<file path="config.mk">
export PLATFORM = sky130hd
export DESIGN_NAME = fc1_in_deserializer
export DESIGN_NICKNAME = d
export VERILOG_FILES = /design/src/rtl/fc1_in_deserializer.sv
export SDC_FILE = /design/constraint.sdc
export NUM_CORES = 2
export LEC_CHECK = 0
export BUFFER_PORTS_ARGS = -buffer_cell sky130_fd_sc_hd__buf_2
export CAP_MARGIN = 20
export CORE_AREA = 2 2 466 468
export DETAILED_ROUTE_END_ITERATION = 16
export DIE_AREA = 0 0 468 470
export SLEW_MARGIN = 20
export SYNTH_ARGS = -nofsm -noshare
export SYNTH_HDL_FRONTEND = slang
export SYNTH_SLANG_ARGS = --single-unit
export TNS_END_PERCENT = 10
</file>
<file path="constraint.sdc">
create_clock -name aclk -period 2.2 [get_ports aclk]
set_input_delay 0.11 -clock aclk [delete_from_list [all_inputs] [get_ports aclk]]
set_output_delay 0.11 -clock aclk [all_outputs]
set_load 0.02 [all_outputs]
</file>
<file path="src/rtl/fc1_in_deserializer.sv">
// fc1_in_deserializer
//   Takes LII phy beats from the pool2 stage and feeds the fc1 HLS kernel input
//   stream. Beats whose dst is not NODE_ID are consumed and counted as drops.
//   Each accepted PW-bit word is held in a single register and sent out as
//   R = PW/OW slices, lowest slice first. The final slice of every
//   FRAME_WORDS-th word is marked with tlast.
//
// Ports
//   aclk, arst            clock; synchronous active-high reset
//   lii_in_p0_*           LII input beat (tdata/tvalid/tready, src/dst tags)
//   out_stream_*          OW-bit slice stream to the kernel (tdata/tvalid/tready/tlast)
//   ce                    kernel clock enable
//   frame_done            one-cycle pulse after the tlast slice handshake
//   last_src              src tag of the most recently accepted word
//   drop_cnt              saturating count of dropped (wrong-dst) beats
module fc1_in_deserializer #(
  parameter int       PW          = 1024,
  parameter int       OW          = 128,
  parameter logic [7:0] NODE_ID   = 8'd5,
  parameter int       FRAME_WORDS = 4
) (
  input  logic          aclk,
  input  logic          arst,
  input  logic [PW-1:0] lii_in_p0_tdata,
  input  logic          lii_in_p0_tvalid,
  output logic          lii_in_p0_tready,
  input  logic [7:0]    lii_in_p0_src,
  input  logic [7:0]    lii_in_p0_dst,
  output logic [OW-1:0] out_stream_tdata,
  output logic          out_stream_tvalid,
  input  logic          out_stream_tready,
  output logic          out_stream_tlast,
  output logic          ce,
  output logic          frame_done,
  output logic [7:0]    last_src,
  output logic [15:0]   drop_cnt
);

  localparam int R  = PW / OW;
  localparam int KW = (R > 1) ? $clog2(R) : 1;
  localparam int WW = (FRAME_WORDS > 1) ? $clog2(FRAME_WORDS) : 1;
  localparam logic [KW-1:0] K_LAST = KW'(R - 1);
  localparam logic [WW-1:0] W_LAST = WW'(FRAME_WORDS - 1);

  // Held word viewed as R slices so slice k is a plain index.
  logic [R-1:0][OW-1:0] word_q;
  logic                 full;
  logic [KW-1:0]        k;
  logic [WW-1:0]        w;

  logic k_last, in_hs, out_hs, match;

  assign k_last  = (k == K_LAST);
  assign match   = (lii_in_p0_dst == NODE_ID);
  // A new word may enter while the last slice of the current one leaves.
  assign lii_in_p0_tready = ~full | (k_last & out_stream_tready);
  assign in_hs   = lii_in_p0_tvalid & lii_in_p0_tready;
  assign out_hs  = full & out_stream_tready;

  assign out_stream_tvalid = full;
  assign out_stream_tdata  = word_q[k];
  assign out_stream_tlast  = full & k_last & (w == W_LAST);
  assign ce                = out_stream_tready | ~full;

  always_ff @(posedge aclk) begin
    if (arst) begin
      word_q     <= '0;
      full       <= 1'b0;
      k          <= '0;
      w          <= '0;
      frame_done <= 1'b0;
      last_src   <= 8'd0;
      drop_cnt   <= 16'd0;
    end else begin
      frame_done <= out_hs & out_stream_tlast;

      if (out_hs) begin
        if (k_last) begin
          k    <= '0;
          w    <= (w == W_LAST) ? '0 : w + 1'b1;
          full <= 1'b0;
        end else begin
          k <= k + 1'b1;
        end
      end

      // Placed after the slice update so a same-cycle load overrides the
      // EMPTY transition and restarts at slice 0.
      if (in_hs) begin
        if (match) begin
          word_q   <= lii_in_p0_tdata;
          k        <= '0;
          full     <= 1'b1;
          last_src <= lii_in_p0_src;
        end else if (drop_cnt != 16'hFFFF) begin
          drop_cnt <= drop_cnt + 16'd1;
        end
      end
    end
  end

endmodule

</file>
==> results.sh <==
export IMPL_core_area_um2=215700
export IMPL_gr_usage_all_layers_pct=17.88
export IMPL_numCtsBuffers=114
export IMPL_worst_ir_drop_vdd_v=0.0006672
export IMPL_maximum_number_of_pins_on_one_net_before_global_route_repair=140
export IMPL_max_slew_margin_pct=50.67
export IMPL_final_net_count=8344
export IMPL_grt_pass1_vias=47370
export IMPL_grt_first_pass_wirelength_mm=297.6
export IMPL_fin_worst_skew_ns=0.04977
export IMPL_ys_seq_elements=1055
export IMPL_synth_seq_area_share_pct=48.06
export IMPL_p_leak_nw=26.03
export IMPL_final_core_utilization_pct=32.79
export IMPL_grt_setup_unrepaired="true"
export IMPL_syn_to_final_growth_pct=60.91
export IMPL_power_switching_share_pct=23.32
export IMPL_ys_warn_count=0
export IMPL_share_of_final_layout_standard_cells_stronger_than_drive_strength_1_pct=28.71
export IMPL_chipHeight_um=470
export IMPL_stdcell_count=10280
export IMPL_detail_route_vias_per_cell=4.610
export IMPL_floorplan_die_width_um=468
export IMPL_routed_via_count=47380
export IMPL_post_synthesis_net_count=6121
export IMPL_antenna_violating_nets_post_route=0
export IMPL_worstSetupEndpointType="output pin"
export IMPL_worst_setup_path_type="register to output pin"
export IMPL_dpl_hpwl_mm=150.0
export IMPL_critPathLaunchType="register"
export IMPL_yosysUniqueCellTypes=41
export IMPL_mean_instance_size_in_the_synthesized_netlist_um2=8.664
export IMPL_dr_pass1_iters=6
export IMPL_wire_length_per_cell_after_detailed_routing_um=20.59
export IMPL_fmax_ghz=0.3441
export IMPL_deepest_level_of_the_cts_h_tree=3
export IMPL_sinks_on_clock_net=1055
export IMPL_num_io_pins=1201
export IMPL_finalCritPeriodShare_pct=132.1
export IMPL_drt_total_wl_mm=211.6
export IMPL_p_int_mw=33.01
export IMPL_dp_slack_ns=-0.08050
export IMPL_total_power_mw=43.05
export IMPL_report_final_slew_viol_count=0
export IMPL_powerDensity_nw_per_um2=608.8
export IMPL_final_critical_path_setup_slack_ns=-0.7065
export IMPL_endpoint_required_time_on_the_critical_path_ns=2.09
export IMPL_total_switching_power_mw=10.04
export IMPL_dpl_cell_count=8946
export IMPL_worst_margin_slew_ns=0.7400
export IMPL_initial_utilization_pct=20.38
export IMPL_cts_tree="yes"
export IMPL_setup_viol_count_final=174
export IMPL_run_status="complete, but fails checks"
export IMPL_clock_latency_ns=0.76
export IMPL_post_synth_inst_count=5072
export IMPL_crit_arrival_ns=2.80
export IMPL_maxCapViolCount=0
export IMPL_synthesis_area_um2=43950
export IMPL_drc=0
export IMPL_clock_power_share_pct=47.6
export IMPL_seqPwrFrac_pct=44.5
export IMPL_port_buffer_count=1200
export IMPL_post_route_min_period_ns=2.906
export IMPL_finalHoldViolations=0
export IMPL_clock_tree_buffer_depth=3
export IMPL_antenna_found_initial=38
export IMPL_placementRows=171
export IMPL_failing_checks="setup timing"
export IMPL_timing_setup_tns_ns=-77.67
export IMPL_cts_root_buffer="sky130_fd_sc_hd__clkbuf_16"
export IMPL_p_comb_share_pct=7.9
export IMPL_clk_pin_slew_ns=0.06
export IMPL_drt_iter0_drc=3903
export IMPL_finalWeightedCongestion=0.9371
export IMPL_worst_path_max_fanout=9
export IMPL_grt_overflow_total=0
export IMPL_die_area_um2=220000
export IMPL_hold_path_class="input port to register"
==> sequential cells by signal, summed over array words and instances, names as in the netlist <==
| name | count |
|---|---|
| drop_cnt | 16 |
| w | 2 |
| word_q | 1024 |
| out_stream_tvalid | 1 |
| frame_done | 1 |
| k | 3 |
| last_src | 8 |
==> worst max-delay path, cell delays in order (launching register included) <==
cell,delay [ns]
sky130_fd_sc_hd__dfxtp_4,0.39
sky130_fd_sc_hd__buf_16,0.16
sky130_fd_sc_hd__buf_16,0.18
sky130_fd_sc_hd__clkbuf_16,0.21
sky130_fd_sc_hd__mux4_2,0.56
sky130_fd_sc_hd__mux2_2,0.33
sky130_fd_sc_hd__buf_2,0.17
==> per-stage QoR <==
| stage | hold slack (ns) | area (µm²) |
|---|---|---|
| 4_1_cts | 0.002703 | 69030 |
| 3_5_place_dp | 0.3551 | 54230 |
| 6_report | 0.1193 | 70710 |
| 2_1_floorplan | 0.2460 | 43950 |
| 3_3_place_gp | 0.3503 | 54230 |
| 5_1_grt | 0.05803 | 70700 |
==> power groups by stage <==
stage,Sequential (mW),Combinational [mW],Clock (mW)
2_1_floorplan,19.6,0.365,0
3_3_place_gp,19.6,1.79,0
5_1_grt,19.1,3.56,21.7
4_1_cts,19.1,3.30,20.9
3_5_place_dp,19.6,1.77,0
6_report,19.1,3.41,20.5
==> final cells by class <==
cell class / count / area, µm²
fillers: 21500 / 145000
multi-input cells: 3593 / 21310
flip-flops and latches: 1055 / 21130
repair buffers: 2529 / 20620
well taps: 2854 / 3571
clock buffers: 164 / 3332
clock inverters: 51 / 669.4
diodes: 30 / 75.07
inverters: 2 / 7.507
==> timing repair <==
action / CTS / global route
pin swaps: 1 / 0
buffers inserted: 3 / 34
endpoints found under the setup margin: 370 / 637
hold buffers: 1038 / 0
gates resized for setup: 97 / 288
hold endpoints to repair: 1051 / 0
gates cloned: 0 / 13
==> cell usage in the layout, fill, tap and decap left out, types with 4 or more instances in the layout <==
cell type / n
sky130_fd_sc_hd__nand2_1: 2057
sky130_fd_sc_hd__buf_2: 1127
sky130_fd_sc_hd__dfxtp_1: 1052
sky130_fd_sc_hd__dlygate4sd3_1: 1038
sky130_fd_sc_hd__a21oi_1: 1025
sky130_fd_sc_hd__mux4_2: 256
sky130_fd_sc_hd__buf_4: 147
sky130_fd_sc_hd__clkbuf_16: 127
sky130_fd_sc_hd__buf_6: 117
sky130_fd_sc_hd__mux2_4: 70
sky130_fd_sc_hd__mux2_2: 64
sky130_fd_sc_hd__buf_12: 57
sky130_fd_sc_hd__diode_2: 30
sky130_fd_sc_hd__clkbuf_8: 27
sky130_fd_sc_hd__clkbuf_1: 22
sky130_fd_sc_hd__buf_16: 21
sky130_fd_sc_hd__a21oi_2: 18
sky130_fd_sc_hd__clkinv_2: 16
sky130_fd_sc_hd__nand2_2: 15
sky130_fd_sc_hd__clkinvlp_4: 13
sky130_fd_sc_hd__bufinv_16: 11
sky130_fd_sc_hd__buf_8: 10
sky130_fd_sc_hd__nand3_1: 9
sky130_fd_sc_hd__nor2_1: 9
sky130_fd_sc_hd__nor3_1: 7
sky130_fd_sc_hd__nor2b_1: 6
sky130_fd_sc_hd__nor4_1: 6
sky130_fd_sc_hd__o31ai_1: 6
sky130_fd_sc_hd__or4_1: 6
sky130_fd_sc_hd__inv_6: 5
sky130_fd_sc_hd__nand4_1: 4
sky130_fd_sc_hd__ha_1: 4
==> final timing paths <==
path | from | to | slack, ns | cells past startpoint
worst max register to register | k[0] | word_q[299] | -0.06 | 9
worst max-delay path | k[0] | out_stream_tdata[77] | -0.71 | 6
worst min register to register | word_q[443] | word_q[443] | 0.45 | 2
worst min-delay path | lii_in_p0_dst[6] | word_q[751] | 0.12 | 6
==> cell families (layout without fill, tap and decap cells) <==
| group | Yosys count | count (layout) | synth area share [%] |
|---|---|---|---|
| mux | 393 | 393 | 16.63 |
| compound gates | 1057 | 1057 | 12.15 |
| other cells | 0 | 30 | 0 |
| fa+ha+maj | 5 | 5 | 0.1424 |
| buf+inv | 424 | 2746 | 4.345 |
| simple gates | 2138 | 2138 | 18.67 |
| flops | 1055 | 1055 | 48.06 |
==> cell usage after synthesis, drive strengths merged <==
library cell,count,area share [%]
nand2,2072,18
dfxtp,1055,48
a21oi,1043,12
mux4,256,13
buf,216,2.6
clkbuf,206,1.8
mux2,134,3.4
nand3,9,0.10
nor2,9,0.077
nor4,8,0.14
nor3,7,0.080
or4,7,0.13
nor2b,6,0.085
o31ai,6,0.10
ha,5,0.14
nand4,5,0.085
and4,3,0.060
mux2i,3,0.068
and3,2,0.028
inv,2,0.017
nor3b,2,0.034
o211ai,2,0.057
o21ai,2,0.023
or3,2,0.028
a211oi,1,0.017
a21bo,1,0.023
and4bb,1,0.028
nand2b,1,0.014
nor4b,1,0.020
o2111ai,1,0.034
o21bai,1,0.017
or2,1,0.014
or3b,1,0.020
or4bb,1,0.026
==> layer usage <==
| metal | track usage [%] | wire length (µm) |
|---|---|---|
| met1 | 20.54 | 80620 |
| met2 | 29.92 | 99590 |
| met3 | 3.477 | 15840 |
| met4 | 12.15 | 15510 |
| met5 | 0 | 66 |
Power figures use the tool's default switching activity.
